### config.mk
export PLATFORM = sky130hd
export DESIGN_NAME = mv_pred_decoder
export DESIGN_NICKNAME = d
export VERILOG_FILES = /design/src/rtl/mv_pred_decoder.sv
export SDC_FILE = /design/constraint.sdc
export NUM_CORES = 1
export LEC_CHECK = 0
export BUFFER_PORTS_ARGS = -buffer_cell sky130_fd_sc_hd__buf_4
export CAP_MARGIN = 25
export CORE_UTILIZATION = 45
export CTS_BUF_LIST = sky130_fd_sc_hd__clkbuf_8
export CTS_CLUSTER_SIZE = 30
export DETAILED_ROUTE_END_ITERATION = 10
export HOLD_SLACK_MARGIN = 0.12
export PLACE_DENSITY = 0.63
export SLEW_MARGIN = 5
export SYNTH_ARGS = -nofsm -noshare
export SYNTH_HDL_FRONTEND = slang
export SYNTH_SLANG_ARGS = --single-unit
### constraint.sdc
create_clock -name clk -period 5.7 [get_ports clk]
set_input_delay 0.855 -clock clk [delete_from_list [all_inputs] [get_ports clk]]
set_output_delay 0.855 -clock clk [all_outputs]
set_load 0.005 [all_outputs]
### src/rtl/mv_pred_decoder.sv
// mv_pred_decoder: two-stage MPEG motion-vector reconstruction with one
// predictor register per channel. Stage A decodes the differential from
// (motion_code, residual, r_size). Stage B adds it to the channel predictor
// with modular wrap-around, writes the predictor back and presents the result.
module mv_pred_decoder #(
  parameter int NUM_CH     = 4,
  parameter int VEC_W      = 16,
  parameter int MAX_R_SIZE = 6,
  parameter int CH_W       = $clog2(NUM_CH)
) (
  input  logic                         clk,
  input  logic                         rst,
  input  logic                         clr_pred,
  input  logic                         in_valid,
  output logic                         in_ready,
  input  logic        [CH_W-1:0]       in_ch,
  input  logic        [2:0]            in_r_size,
  input  logic                         in_full_pel,
  input  logic signed [5:0]            in_motion_code,
  input  logic        [MAX_R_SIZE-1:0] in_motion_residual,
  output logic                         out_valid,
  input  logic                         out_ready,
  output logic        [CH_W-1:0]       out_ch,
  output logic signed [VEC_W-1:0]      out_vec,
  output logic                         out_err
);

  // Two guard bits so base + delta and the wrap correction cannot overflow.
  localparam int IW = VEC_W + 2;

  // Signed differential: sign(code) * (((|code|-1) << r) + (res & mask) + 1).
  function automatic logic signed [IW-1:0] motion_delta(
    input logic signed [5:0]            code,
    input logic        [2:0]            r,
    input logic        [MAX_R_SIZE-1:0] res
  );
    logic signed [IW-1:0] code_x;
    logic signed [IW-1:0] mag_code;
    logic signed [IW-1:0] mask;
    logic signed [IW-1:0] res_x;
    logic signed [IW-1:0] mag;
    code_x   = IW'(code);
    mag_code = code_x[IW-1] ? -code_x : code_x;
    mask     = (IW'(1) << r) - IW'(1);
    res_x    = IW'(res) & mask;
    mag      = ((mag_code - IW'(1)) << r) + res_x + IW'(1);
    return code_x[IW-1] ? -mag : mag;
  endfunction

  // Fold a sum back into [-lim, lim) with a single 2*lim correction.
  function automatic logic signed [IW-1:0] wrap_range(
    input logic signed [IW-1:0] s,
    input logic signed [IW-1:0] lim
  );
    logic signed [IW-1:0] w;
    if (s >= lim)       w = s - (lim <<< 1);
    else if (s < -lim)  w = s + (lim <<< 1);
    else                w = s;
    return w;
  endfunction

  logic                         vld_p0;
  logic        [CH_W-1:0]       ch_p0;
  logic        [2:0]            r_p0;
  logic                         full_pel_p0;
  logic                         zero_p0;
  logic                         err_p0;
  logic signed [IW-1:0]         delta_p0;

  logic                         vld_p1;
  logic        [CH_W-1:0]       ch_p1;
  logic signed [VEC_W-1:0]      vec_p1;
  logic                         err_p1;

  logic signed [VEC_W-1:0]      pred [NUM_CH];

  logic                         advance;
  logic        [6:0]            code_x7;
  logic        [6:0]            abs_code;
  logic                         err_a;
  logic signed [IW-1:0]         delta_a;

  logic signed [VEC_W-1:0]      pred_rd;
  logic signed [IW-1:0]         base_b;
  logic signed [IW-1:0]         lim_b;
  logic signed [IW-1:0]         v_b;
  logic signed [VEC_W-1:0]      vec_b;
  logic                         wr_b;

  assign advance   = !vld_p1 || out_ready;
  assign in_ready  = !vld_p0 || advance;
  assign out_valid = vld_p1;
  assign out_ch    = ch_p1;
  assign out_vec   = vec_p1;
  assign out_err   = err_p1;

  // Stage A decode: legality check and differential from the raw input fields.
  always_comb begin
    code_x7  = {in_motion_code[5], in_motion_code};
    abs_code = code_x7[6] ? -code_x7 : code_x7;
    err_a    = (abs_code > 7'd16) || (in_r_size > 3'(MAX_R_SIZE));
    delta_a  = motion_delta(in_motion_code, in_r_size, in_motion_residual);
  end

  // ---- Stage A boundary (p0) ----
  // Stage A occupancy: refills whenever the slot is empty or moving on.
  always_ff @(posedge clk) begin
    if (rst) vld_p0 <= 1'b0;
    else if (in_ready) vld_p0 <= in_valid;
  end

  // Stage A payload capture on an input transfer.
  always_ff @(posedge clk) begin
    if (in_valid && in_ready) begin
      ch_p0       <= in_ch;
      r_p0        <= in_r_size;
      full_pel_p0 <= in_full_pel;
      zero_p0     <= (in_motion_code == 6'sd0);
      err_p0      <= err_a;
      delta_p0    <= delta_a;
    end
  end

  // Stage B reconstruct: predictor read, full-pel scaling, wrap, write-back value.
  always_comb begin
    pred_rd = pred[ch_p0];
    base_b  = full_pel_p0 ? (IW'(pred_rd) >>> 1) : IW'(pred_rd);
    lim_b   = IW'(16) <<< r_p0;
    v_b     = zero_p0 ? base_b : wrap_range(base_b + delta_p0, lim_b);
    vec_b   = err_p0 ? pred_rd : VEC_W'(full_pel_p0 ? (v_b <<< 1) : v_b);
    wr_b    = vld_p0 && advance && !err_p0;
  end

  // ---- Stage B boundary (p1) ----
  // Output register: loads the Stage A result whenever the output slot frees.
  always_ff @(posedge clk) begin
    if (rst) begin
      vld_p1 <= 1'b0;
      ch_p1  <= '0;
      vec_p1 <= '0;
      err_p1 <= 1'b0;
    end else if (advance) begin
      vld_p1 <= vld_p0;
      if (vld_p0) begin
        ch_p1  <= ch_p0;
        vec_p1 <= vec_b;
        err_p1 <= err_p0;
      end
    end
  end

  // Predictor file: clear beats a same-edge write-back.
  always_ff @(posedge clk) begin
    if (rst || clr_pred) begin
      for (int i = 0; i < NUM_CH; i++) pred[i] <= '0;
    end else if (wr_b) begin
      pred[ch_p0] <= vec_b;
    end
  end

endmodule

# Yosys cells after proc, flatten, opt, wreduce, memory -nomap -nowiden
# Memory sizes are Yosys's and may differ from the RTL's. A register that Yosys moved wholly into a read port is not among the register bits.
# Cells that the tools add are included.
dict set report op_classes {
  n_mul 0
  n_eq_ne 0
  add_sub_neg 11
  n_reduce_logical 13
  shift 3
  div_mod_pow 0
  mux 18
  magnitude_cmp 4
  n_bitwise 1
}
# op count
set op_table {}
lappend op_table {{$mux W16} 6}
lappend op_table {{$mux W18} 2}
lappend op_table {{$neg A18 Y18} 2}
lappend op_table {{$sub A18 B2 Y18 const B} 2}
lappend op_table {{$add A16 B18 Y18} 1}
lappend op_table {{$add A18 B18 Y18} 1}
lappend op_table {{$add A18 B2 Y18 const B} 1}
lappend op_table {{$and A6 B18 Y18} 1}
lappend op_table {{$ge A18 B18 Y1} 1}
lappend op_table {{$lt A18 B18 Y1} 1}
lappend op_table {{$neg A6 Y18} 1}
lappend op_table {{$shl A1 B3 Y18 const A} 1}
lappend op_table {{$shl A18 B3 Y18} 1}
lappend op_table {{$sshl A6 B3 Y18 const A} 1}
lappend op_table {{$add A16 B16 Y16} 1}
lappend op_table {{$reduce_or A16 Y1} 1}
lappend op_table {{$sub A16 B16 Y16} 1}
lappend op_table {{$mux W15} 1}
lappend op_table {{$gt A7 B5 Y1 const B} 1}
lappend op_table {{$mux W7} 1}
lappend op_table {{$neg A7 Y7} 1}
lappend op_table {{$logic_not A6 Y1} 1}
lappend op_table {{$mux W1} 6}
lappend op_table {{$logic_or A1 B1 Y1} 4}
lappend op_table {{5 further kinds} 10}
dict set report totals {
  inputBits 23
  ram_bits 64
  latch_bits 0
  regBits 47
  mem_bits_ro 0
  n_memories 1
  wordCells 62
}
# name depth width rd rd_clocked_by_memory_dff wr line
set memory_table {}
lappend memory_table {pred 4 16 1 1 4 75} ;# logic signed [VEC_W-1:0] pred [NUM_CH];

# Logic depth before layout (Yosys ltp)
# Gate-level depths: netlist of the first run.
dict set report depth {
  word_depth 9
  ltp_mapped 28
  mapped_depth_nobuf 24
}

# Worst setup path before layout of the first run
# OpenSTA, ideal clock, no wires.
dict set report synth_timing {
  kind {register to register}
  startpoint {reg with a tool-made name}
  endpoint {mem pred[3][6], data pin}
  required_time_ns 5.445
  path_buffers 3
  arrival_ns 6.005
  setup_slack_ns -0.560
  period_less_slack_ns 6.260
  path_stages_with_launch 27
  path_cell_list {dfxtp_1 clkbuf_1 buf_1 mux4_2 nand2_1 and2_1 inv_1 ha_1 a21oi_1 nor2_1 or2_2 a21o_1 a21oi_1 xnor2_1 ha_1 a211oi_1 nor2_1 nor4_1 o21bai_1 or4_4 nor4_4 or2_1 buf_4 nor3_1 a211o_1 o32a_1 and3b_1}
}
# element line
set synth_lines {}
lappend synth_lines {{end, declared} 75}

==> summary.md, run 1 <==
| Metric | Value |
|---|---|
| Outcome | `finished clean` |
| DRC Markers | `0` |
| Post-DR vias/cell | `about 5.7` |
| Hold Fails Final Rpt | `0` |
| Final Setup Violations | `0` |
| First-pass GRT wire length | `37,200 microns` |
| Die width | `144 microns` |
| Critical path required time | `between 5 and 6 ns` |
| Period minus WS final | `approximately 5.5 ns` |
| Root Buffer | `clkbuf_8` |
| H-tree Lvls | `4` |
| Filler cells | `around 1,900` |
| WL final | `between 20,000 and 25,000 microns` |
| Synth Register Bits | `around 110` |
| Primary FF master, synth | `edfxtp_1` |
| Reg2reg end | `pred[2][6]` |
| GPL Wtd Cong | `~0.9` |
| Layout cells sized above 1 | `between 20% and 30%` |
| PwrDens | `roughly 310 mW/mm^2` |
| Clk_lat worst skew | `roughly 0.43 ns` |
| Hpwl dp | `~18,000 microns` |
| Final net count | `1,183` |
| Fin cells | `1,368` |
| Class of the most critical setup path | `flip-flop to flip-flop` |
| Layout area overhead | `18.7%` |
| Ys async rst share | `0%` |
| IO Port Bufs | `43` |
| Largest net degree at the start of global routing | `34` |
| IO Pins | `44` |
| Max VDD drop | `around 0.23 mV` |
| Dpl ws | `-0.115 ns` |
| Crit path max fanout | `5` |
| Via count | `a little under 8,000` |
| Die area | `roughly 0.021 sq mm` |
| CTS buffer count | `17` |
| Lkg Pwr | `~4.4 nW` |
| Initial Utilization | `a little under half` |
| Vias in the first global route | `about 7,200` |
| Tcrit/Tclk final | `between 90% and 100%` |
| Total power | `0.00338 W` |
| WHS Path Cells | `2` |
| Worst R2R Setup Slack | `between 0.2 and 0.25 ns` |
| Antenna diode count | `0` |
| Placed Cells | `1,328` |
| Crit end category | `flip-flop` |
| Bufs on Longest Clock Path | `2` |
| Worst Max-Slew Pin Slew | `between 0.9 and 1 ns` |
| Critical path launch point type | `flip-flop` |
| Placeable Area | `~0.02 sq mm` |
| Fmax achieved | `around 180 MHz` |
| Initial antenna violation count | `0` |
| Max_slew headroom | `38.1%` |
| Die Y | `roughly 140 microns` |
| CTS tree | `built` |
| Sequential share of the synthesized area | `34.6%` |
| Clk_skew | `about 0.017 ns` |
| Post-DP Area | `0.0100 sq mm` |
| Cell Area, Synth | `roughly 0.0091 sq mm` |
| Final slew viol count | `0` |
| First drt pass iteration count | `7` |
| FF+latch area | `0.00317 sq mm` |
| Synth cell types | `100` |
| Max Cap Violations | `0` |
| Synthesized instance count | `around 1,000` |
| Most frequent cells in the layout | `nand2_1 (116), nor2_1 (115), buf_4 (108), edfxtp_1 (90), ha_1 (57)` |
| 1st-iter DRT viols | `465` |
| Number of flops mapped to enable cells by yosys | `90` |
| Min-delay worst type | `flip-flop to flip-flop` |
| Commonest non-fill, non-tap cell in the layout | `nand2_1` |
| R2R cell count | `23` |
| Hold path start | `out_err` |
| Global route overflow | `0` |
| WP data arrival | `5.68 ns` |
| Antenna Nets Post-Route | `0` |
| Clock Pin Slew Worst Setup and Hold Paths | `roughly 0.080 ns` |
| Cell area after layout | `approximately 0.011 sq mm` |
| Setup ws final | `~0.2 ns` |
| Global Route Usage Sum | `about a quarter` |
| CTS Sinks | `between 100 and 150` |
| Hold Path End | `out_err` |
| Synth Area per Inst | `between 9 and 10 sq um` |
| Synth warnings | `0` |
| Row Count | `51` |
| Routed len/inst | `roughly 17 microns` |
| Area of the multi-input gates | `a little under 0.006 sq mm` |
## layer usage
layer	share of wire, %	track usage, %
met1	46	31.9
met2	47	37.4
met3	4.7	3.28
met4	2.2	7.98
met5	0	0
## power breakdown
part	switching, W	internal, W
combinational	0.000914	0.000720
clock	0.000396	0.000366
sequential	0.0000372	0.000950
total	0.00135	0.00204
## stage by stage
step                TNS (ns)  hold WS (ns)  util (%)
detailed placement    -0.680         0.447      51.0
global placement      -0.271         0.447      51.0
global route         -0.0316         0.493      55.2
CTS                        0         0.458      53.2
floorplan                  0         0.453         -
finish                     0         0.458      55.2
## critical path, stage by stage (launching register included)
cell and delay, ns:
dfxtp_4 0.38, buf_6 0.12, mux4_2 0.54, nand2_2 0.08
nand2_2 0.07, ha_4 0.23, a21oi_1 0.14, nand2_1 0.09
or2_4 0.26, a21o_1 0.16, a21oi_2 0.16, xnor2_2 0.11
ha_1 0.34, a211oi_2 0.19, nor2_1 0.07, nor4_2 0.26
o21bai_1 0.08, or4_4 0.50, nor4_4 0.33, or2_4 0.22
nor3_1 0.06, a211o_1 0.25, o32a_1 0.41, and3_4 0.20
## state kept, by name, indices dropped and copies added (netlist names), named ones only
register,cells
vld_p0,1
pred,64
out_vec,16
r_p0,3
full_pel_p0,1
out_valid,1
out_ch,2
delta_p0,18
out_err,1
err_p0,1
zero_p0,1
ch_p0,2
## synthesized netlist by cell type, types with 4 or more instances
library cell / count / area share, %
and3_1: 12 / 0.82
dfxtp_1: 23 / 5.0
o21a_1: 13 / 1.1
clkbuf_1: 38 / 1.6
xnor2_1: 24 / 2.3
edfxtp_1: 90 / 30
or3_1: 9 / 0.62
and2_1: 25 / 1.7
nor3b_1: 5 / 0.41
ha_1: 67 / 9.2
buf_2: 5 / 0.27
or2_2: 6 / 0.41
nand4_1: 9 / 0.62
a31oi_1: 6 / 0.41
o21ai_1: 8 / 0.44
mux2i_1: 16 / 1.8
nor4_1: 4 / 0.27
nand3b_1: 8 / 0.66
nand3_1: 16 / 0.88
nand2b_1: 17 / 1.2
a211o_1: 5 / 0.48
buf_1: 5 / 0.21
a21o_1: 5 / 0.41
a21oi_1: 46 / 2.5
o21ai_0: 49 / 2.7
a211oi_1: 5 / 0.41
xor2_1: 15 / 1.4
mux4_2: 17 / 4.2
o31ai_1: 6 / 0.49
o211ai_1: 19 / 1.6
nor2b_1: 23 / 1.6
nor2_1: 120 / 4.9
o22ai_1: 7 / 0.48
inv_1: 41 / 1.7
nand2_1: 120 / 4.9
mux2_2: 4 / 0.49
nor3_1: 29 / 1.6
## timing repair
action	4_1_cts	5_1_grt
pin swaps	2	37
setup buffers	1	7
hold buffers	0	0
setup endpoints to repair	31	55
endpoints found under the hold margin	0	0
gates resized for setup	8	65
## kinds of logic after synthesis
logic type | synth area share [%]
simple gates | 23.2
compound gates | 17.2
flops | 34.6
buf+inv | 4.27
fa+ha+maj | 9.83
xor+xnor | 3.99
mux | 6.87
other cells | 0.0410
## area by class of cell
cell class / count / share of cell area (%)
Multi-Input combinational cell: 803 / 54.4
Sequential cell: 113 / 29.2
Timing Repair Buffer: 112 / 8.12
Tap cell: 265 / 3.06
Clock buffer: 17 / 2.16
Clock inverter: 15 / 1.51
Inverter: 43 / 1.49
## worst max-delay path by stage
| stage | startpoint | end | slack (ns) | cells past startpoint |
|---|---|---|---|---|
| after detailed placement | flip-flop | pred[3][13] | -0.11 | 24 |
| after floorplan | flip-flop | pred[3][6] | 0.004 | 26 |
| final | flip-flop | pred[2][6] | 0.20 | 23 |
| after global routing | flip-flop | pred[2][6] | -0.03 | 23 |
| after CTS | flip-flop | out_vec[7] | 0.01 | 24 |
| after global placement | flip-flop | pred[3][13] | -0.09 | 24 |
Note: power is estimated with default switching activity, not from simulation.
==> run 2: changes to the inputs <==
--- a/config.mk
+++ b/config.mk
@@ -7,12 +7,12 @@
 export LEC_CHECK = 0
 export BUFFER_PORTS_ARGS = -buffer_cell sky130_fd_sc_hd__buf_4
 export CAP_MARGIN = 25
-export CORE_UTILIZATION = 45
+export CORE_UTILIZATION = 55
 export CTS_BUF_LIST = sky130_fd_sc_hd__clkbuf_8
 export CTS_CLUSTER_SIZE = 30
 export DETAILED_ROUTE_END_ITERATION = 10
 export HOLD_SLACK_MARGIN = 0.12
-export PLACE_DENSITY = 0.63
+export PLACE_DENSITY = 0.74
 export SLEW_MARGIN = 5
 export SYNTH_ARGS = -nofsm -noshare
 export SYNTH_HDL_FRONTEND = slang
==> summary.md, run 2 (synthesized netlist as in run 1, its figures left out) <==
| Metric | Value |
|---|---|
| Lkg Pwr | `4.47 nW (+0.45%)` |
| CTS buffer count | `17 (unchanged)` |
| Placeable Area | `0.0161 sq mm (-18%)` |
| Total power | `0.00348 W (+2.8%)` |
| CTS tree | `built` |
| Outcome | `finished clean` |
| Internal | `0.00213 W (+4.4%)` |
| Die Y | `131 microns (-9.4%)` |
| Final slew viol count | `0 (unchanged)` |
| WP data arrival | `5.89 ns (+0.21 ns)` |
| Switching Power | `0.00135 W (+0.52%)` |
| Clk_skew | `0.0181 ns (+0.00153 ns)` |
| Global Route Usage Sum | `28.5% (+5.2 points)` |
| PwrDens | `321 mW/mm^2 (+2.8%)` |
| DRC Markers | `0 (unchanged)` |
| Tcrit/Tclk final | `98.3% (+1.8 points)` |
| Top reg by flops | `pred` |
| Post-CTS Hold Fix Bufs | `0 (unchanged)` |
| Layout cells sized above 1 | `23.7% (+0.23 points)` |
| Class of the most critical setup path | `flip-flop to flip-flop` |
| IO Pins | `44 (unchanged)` |
| Antenna Nets Post-Route | `0 (unchanged)` |
| Global route overflow | `0 (unchanged)` |
| Via count | `8,058 (+3.3%)` |
| Hold WS | `0.456 ns (-0.00199 ns)` |
| Clk pwr share | `23.0% (+0.5 points)` |
| Crit path max fanout | `5 (unchanged)` |
| Clk_lat worst skew | `0.45 ns (+0.02 ns)` |
| Final net count | `1,189 (+0.51%)` |
| Critical path required time | `5.98 ns (+0.10 ns)` |
| Bufs on Longest Clock Path | `2 (unchanged)` |
| Row Count | `46 (-9.8%)` |
| Initial Utilization | `56.9% (+10 points)` |
| Unrepaired setup endpoints after global routing | `true` |
| Die area | `0.0171 sq mm (-18%)` |
| Largest register FFs | `64 (unchanged)` |
| CTS Sinks | `113 (unchanged)` |
| Register share of total power | `28.4% (-0.8 points)` |
| Hpwl dp | `17,500 microns (-2.6%)` |
| GPL Wtd Cong | `0.943 (+5.2%)` |
| Final Setup Violations | `0 (unchanged)` |
| Routed len/inst | `18.1 microns (+5.0%)` |
| Final Util | `67.6% (+12 points)` |
| IO Port Bufs | `43 (unchanged)` |
| Antenna diode count | `0 (unchanged)` |
| Initial antenna violation count | `0 (unchanged)` |
| H-tree Lvls | `4 (unchanged)` |
| Hold Fails Final Rpt | `0 (unchanged)` |
| Max_slew headroom | `30.2% (-7.8 points)` |
| Vias in the first global route | `7,307 (+0.95%)` |
| Largest net degree at the start of global routing | `34 (unchanged)` |
| Clock Pin Slew Worst Setup and Hold Paths | `0.08 ns (about the same)` |
| Worst Max-Slew Pin Slew | `1.04 ns (+0.119 ns)` |
| First drt pass iteration count | `5 (-2)` |
| Period minus WS final | `5.60 ns (+0.105 ns)` |
| Most frequent cells in the layout | `nor2_1 (117), nand2_1 (117), buf_4 (112), edfxtp_1 (90), ha_1 (61)` |
| Min-delay worst type | `flip-flop to flip-flop` |
| Critical path launch point type | `flip-flop` |
| Die width | `131 microns (-9.4%)` |
| Post-DR vias/cell | `6.08 (+6.6%)` |
| Max VDD drop | `0.187 mV (-17%)` |
| Switching share of total power | `38.9% (-0.90 points)` |
| Fin cells | `1,325 (-3.1%)` |
| Placed Cells | `1,275 (-4.0%)` |
| Max Cap Violations | `0 (unchanged)` |
| Combinational power share | `48.6% (+0.3 points)` |
| WL final | `24,000 microns (+1.7%)` |
| Layout area overhead | `18.7% (about the same)` |
| Fmax achieved | `178 MHz (-1.9%)` |
| Crit end category | `flip-flop` |
| 1st-iter DRT viols | `824 (+77%)` |
| Root Buffer | `clkbuf_8` |
| First-pass GRT wire length | `37,000 microns (-0.33%)` |
## run 2: repair_timing
action | in CTS | in global routing
setup buffers | 0 | 16
pin swaps | 0 | 47
resized for setup | 3 | 72
setup endpoints to repair | 43 | 55
endpoints found under the hold margin | 0 | 0
cloned | 0 | 1
## run 2: area by class of cell
cell class	count	area, sq um
multi-input cells	803	5910
repair buffers	118	927
inverters	43	161
clock inverters	15	181
well taps	216	270
flip-flops and latches	113	3170
clock buffers	17	234
fillers	1269	5210
## run 2: routing by layer
layer  vias to the layer above  GRT usage (%)  wire length, microns
li1                       3851              -                     -
met1                      3826           38.6                 10300
met2                       320           45.7                 11400
met3                        61           5.01                  1700
met4                         0           10.4                   682
met5                         -              0                     0
## run 2: power by group through the flow
stage	combinational (W)	clock (W)	sequential, W
floorplan	0.00101	0	0.000982
global placement	0.00143	0	0.00100
detailed placement	0.00146	0	0.00100
CTS	0.00147	0.000806	0.000984
global route	0.00186	0.000833	0.000993
finish	0.00169	0.000801	0.000989
## run 2: per-stage QoR
stage                     setup TNS [ns]  setup slack [ns]  instance area [sq um]
after floorplan                        0           0.00415                   9160
after global placement                 0            0.0467                   9950
after detailed placement          -0.401           -0.0747                   9950
after CTS                              0            0.0131                  10400
after global routing               -4.10            -0.185                  10800
final                                  0            0.0966                  10800
## run 2: worst paths after layout
path / start / endpoint / slack [ns] / cells past startpoint
setup / recovery: flip-flop / pred[3][10] / 0.1 / 24
hold / removal: out_ch[1] / out_ch[1] / 0.46 / 2
setup reg to reg: flip-flop / pred[3][10] / 0.1 / 24
hold reg to reg: out_ch[1] / out_ch[1] / 0.46 / 2
## run 2: worst max-delay path, stage by stage, from the launching register on
cell	delay, ns
dfxtp_4	0.40
mux4_2	0.54
nand2_2	0.09
and2_4	0.16
inv_1	0.06
ha_4	0.21
a21oi_2	0.21
nor2_2	0.07
or2_4	0.26
a21o_1	0.17
a21oi_2	0.16
xnor2_2	0.10
ha_1	0.34
a211oi_2	0.18
nor2_1	0.07
nor4_1	0.29
o21bai_1	0.10
or4_4	0.44
nor4_4	0.32
or2_4	0.23
buf_6	0.13
o22ai_1	0.09
a211oi_2	0.40
o22ai_2	0.22
nor3_1	0.20
==> run 3: changes to the inputs <==
--- a/config.mk
+++ b/config.mk
@@ -5,6 +5,7 @@
 export SDC_FILE = /design/constraint.sdc
 export NUM_CORES = 1
 export LEC_CHECK = 0
+export ABC_AREA = 1
 export BUFFER_PORTS_ARGS = -buffer_cell sky130_fd_sc_hd__buf_4
 export CAP_MARGIN = 25
 export CORE_UTILIZATION = 55
==> summary.md, run 3 <==
| Metric | Value |
|---|---|
| Outcome | `finished clean` |
| H-tree Lvls | `4 (unchanged)` |
| Lkg Pwr | `5.23 nW (+17%)` |
| Unrepaired setup endpoints after global routing | `false` |
| Max_slew headroom | `38.2% (+8.0 points)` |
| Critical path launch point type | `flip-flop` |
| Top-area cell type share of the netlist area | `28.8% (-0.82 points)` |
| Clk_lat worst skew | `0.43 ns (-0.02 ns)` |
| Hold Fails Final Rpt | `0 (unchanged)` |
| Antenna Nets Post-Route | `0 (unchanged)` |
| Global Route Usage Sum | `27.7% (-0.77 points)` |
| Postcts setup bufs | `0 (unchanged)` |
| Largest area contributor in the netlist | `edfxtp_1` |
| Sequential share of the synthesized area | `33.7% (-0.96 points)` |
| CTS Sinks | `113 (unchanged)` |
| PwrDens | `311 mW/mm^2 (-3.1%)` |
| CTS tree | `built` |
| Routed len/inst | `14.7 microns (-19%)` |
| Final slew viol count | `0 (unchanged)` |
| Layout cells sized above 1 | `12.0% (-12 points)` |
| Global route overflow | `0 (unchanged)` |
| Number of flops mapped to enable cells by yosys | `90 (unchanged)` |
| WP buf/inv | `3 (+1)` |
| DRC Markers | `0 (unchanged)` |
| Root Buffer | `clkbuf_8` |
| Setup ws final | `0.515 ns (+0.418 ns)` |
| Most frequent cells in the layout | `nand2_1 (391), inv_1 (188), nor2_1 (116), nand3_1 (110), edfxtp_1 (90)` |
| Synth Register Bits | `113 (unchanged)` |
| Max Used Layer | `met4` |
| IO Pins | `44 (unchanged)` |
| Synth warnings | `0 (unchanged)` |
| Primary FF master, synth | `edfxtp_1` |
| Layout area overhead | `9.87%` |
| Filler cells | `1,504 (+19%)` |
| Die Y | `133 microns (+1.4%)` |
| Ys async rst share | `0% (unchanged)` |
| Via count | `8,580 (+6.5%)` |
| Hpwl dp | `17,800 microns (+1.8%)` |
| Fmax achieved | `193 MHz (+8.1%)` |
| M1 WL | `10,700 microns (+4.3%)` |
| Class of the most critical setup path | `flip-flop to flip-flop` |
| Max Cap Violations | `0 (unchanged)` |
| Commonest non-fill, non-tap cell in the layout | `nand2_1` |
| WL final | `23,400 microns (-2.6%)` |
| Total power | `0.00321 W (-7.8%)` |
| Die width | `133 microns (+1.4%)` |
| Post-CTS Hold Fix Bufs | `0 (unchanged)` |
| Top delay family on crit path | `simple AND/OR/NAND/NOR gates` |
| Min-delay worst type | `flip-flop to flip-flop` |
| Row Count | `47 (+2.2%)` |
| Initial Utilization | `56.5% (-0.43 points)` |
| Die area | `0.0176 sq mm (+2.8%)` |
| First-pass GRT wire length | `38,600 microns (+4.2%)` |
| Post-DP Area | `0.00993 sq mm (-0.20%)` |
| Met2 wire length | `10,600 microns (-7.1%)` |
| WP data arrival | `5.36 ns (-0.53 ns)` |
| Period minus WS final | `5.19 ns (-0.418 ns)` |
| Largest net degree at the start of global routing | `31 (-8.8%)` |
| Largest register FFs | `64 (unchanged)` |
| Initial antenna violation count | `0 (unchanged)` |
| Crit path max fanout | `17 (+12)` |
| Clk_skew | `0.0194 ns (+0.00131 ns)` |
| Hold WS | `0.507 ns (+0.0511 ns)` |
| Placeable Area | `0.0166 sq mm (+3.6%)` |
| Synth area leaders | `edfxtp_1 (29%), nand2_1 (16%), ha_1 (8.9%)` |
| # resized after CTS | `0 (-3)` |
| Synthesized instance count | `1,325 (+31%)` |
| Most common cell in the netlist | `nand2_1` |
| Commonest cells post-synth | `nand2_1 (392), inv_1 (188), nor2_1 (116)` |
| Critical path required time | `5.87 ns (-0.11 ns)` |
| Worst R2R Setup Slack | `0.51 ns (+0.42 ns)` |
| Worst Max-Slew Pin Slew | `0.923 ns (-0.121 ns)` |
| Worst path slowest cell | `o31ai_1` |
| Max incr delay on CP | `0.56 ns (+0.02 ns)` |
| IO Port Bufs | `43 (unchanged)` |
| Post-DR vias/cell | `5.38 (-12%)` |
| Antenna diode count | `0 (unchanged)` |
| Top reg by flops | `pred` |
| Tcrit/Tclk final | `91.0% (-7.3 points)` |
| Vias in the first global route | `8,029 (+9.9%)` |
| CTS buffer count | `17 (unchanged)` |
| Clock Pin Slew Worst Setup and Hold Paths | `0.08 ns (about the same)` |
| Cell Area, Synth | `0.00940 sq mm (+2.8%)` |
| Final net count | `1,456 (+22%)` |
| First drt pass iteration count | `6 (+1)` |
| Max VDD drop | `0.277 mV (+48%)` |
| Sum Neg Setup Slack | `0 ns (unchanged)` |
| 1st-iter DRT viols | `911 (+11%)` |
| Synth Area per Inst | `7.09 sq um (-22%)` |
| Dpl ws | `0.443 ns (+0.517 ns)` |
| Crit end category | `flip-flop` |
| GPL Wtd Cong | `0.978 (+3.7%)` |
| Final Setup Violations | `0 (unchanged)` |
| Cell area after layout | `0.0103 sq mm (-4.8%)` |
| Bufs on Longest Clock Path | `2 (unchanged)` |
| Most used cell, CP | `nand2_1` |
| Synth cell types | `55 (-45%)` |
| Wire length on met3 | `1630 microns (-3.8%)` |
[run 3: changes by cell type after synthesis, moves of 21 or more]
| cell | previous run | this run |
|---|---|---|
| inv_1 | 41 | 188 |
| and2_1 | 25 | 1 |
| nand3_1 | 16 | 110 |
| nor2b_1 | 23 | 0 |
| nand2_1 | 120 | 392 |
| nor3_1 | 29 | 8 |
[run 3: worst reg2reg max path: cells and delay by family (launching register included)]
kind / cells / cell delay [ns]
and+or+nand+nor: 16 / 1.61
AOI/OAI and AO/OA: 5 / 1.30
adders and majority gates: 3 / 0.89
buffers and inverters: 3 / 0.52
DFF: 1 / 0.32
xor gates and xnor gates: 2 / 0.31
[run 3: cells by family after synthesis]
group                    after synthesis  synth area share (%)
AO/OA/AOI/OAI                        154                  9.53
XOR/XNOR                              41                  3.82
adder cells (fa/ha/maj)               70                  9.56
buffers and inverters                242                  10.0
flip-flops                           113                  33.7
multiplexers                           1                 0.107
other                                  1                0.0399
AND/OR/NAND/NOR                      703                  33.3
[run 3: routing by layer]
metal | vias up | track usage [%]
met1 | 3873 | 37.7
met2 | 309 | 45.1
li1 | 4355 | -
met4 | 0 | 8.37
met3 | 43 | 4.64
met5 | - | 0
[run 3: power by group]
part           internal (W)  leakage [nW]  total [W]  switching (W)
logic              0.000562          3.91    0.00157        0.00101
clock network      0.000302         0.158   0.000656       0.000354
registers          0.000952          1.16   0.000982      0.0000299
[run 3: cell type report]
class                   instances  area, sq um  area share [%]
multi-input cells             973         5330            51.6
well taps                     220          275            2.67
inverters                     199          747            7.24
repair buffers                 59          463            4.48
flip-flops and latches        113         3160            30.6
clock inverters                15          113            1.09
clock buffers                  17          234            2.27
[run 3: per-stage QoR]
step	instances	utilization, %
floorplan	1328	-
global placement	1563	59.7
detailed placement	1563	59.7
CTS	1595	61.8
global route	1596	62.0
finish	1596	62.0
[run 3: worst paths after layout]
path                                    end  startpoint  cells past startpoint
worst min-delay path             out_vec[0]  out_vec[0]                      2
worst min register to register   out_vec[0]  out_vec[0]                      2
worst max register to register  pred[0][15]   flip-flop                     29
worst max-delay path            pred[0][15]   flip-flop                     29
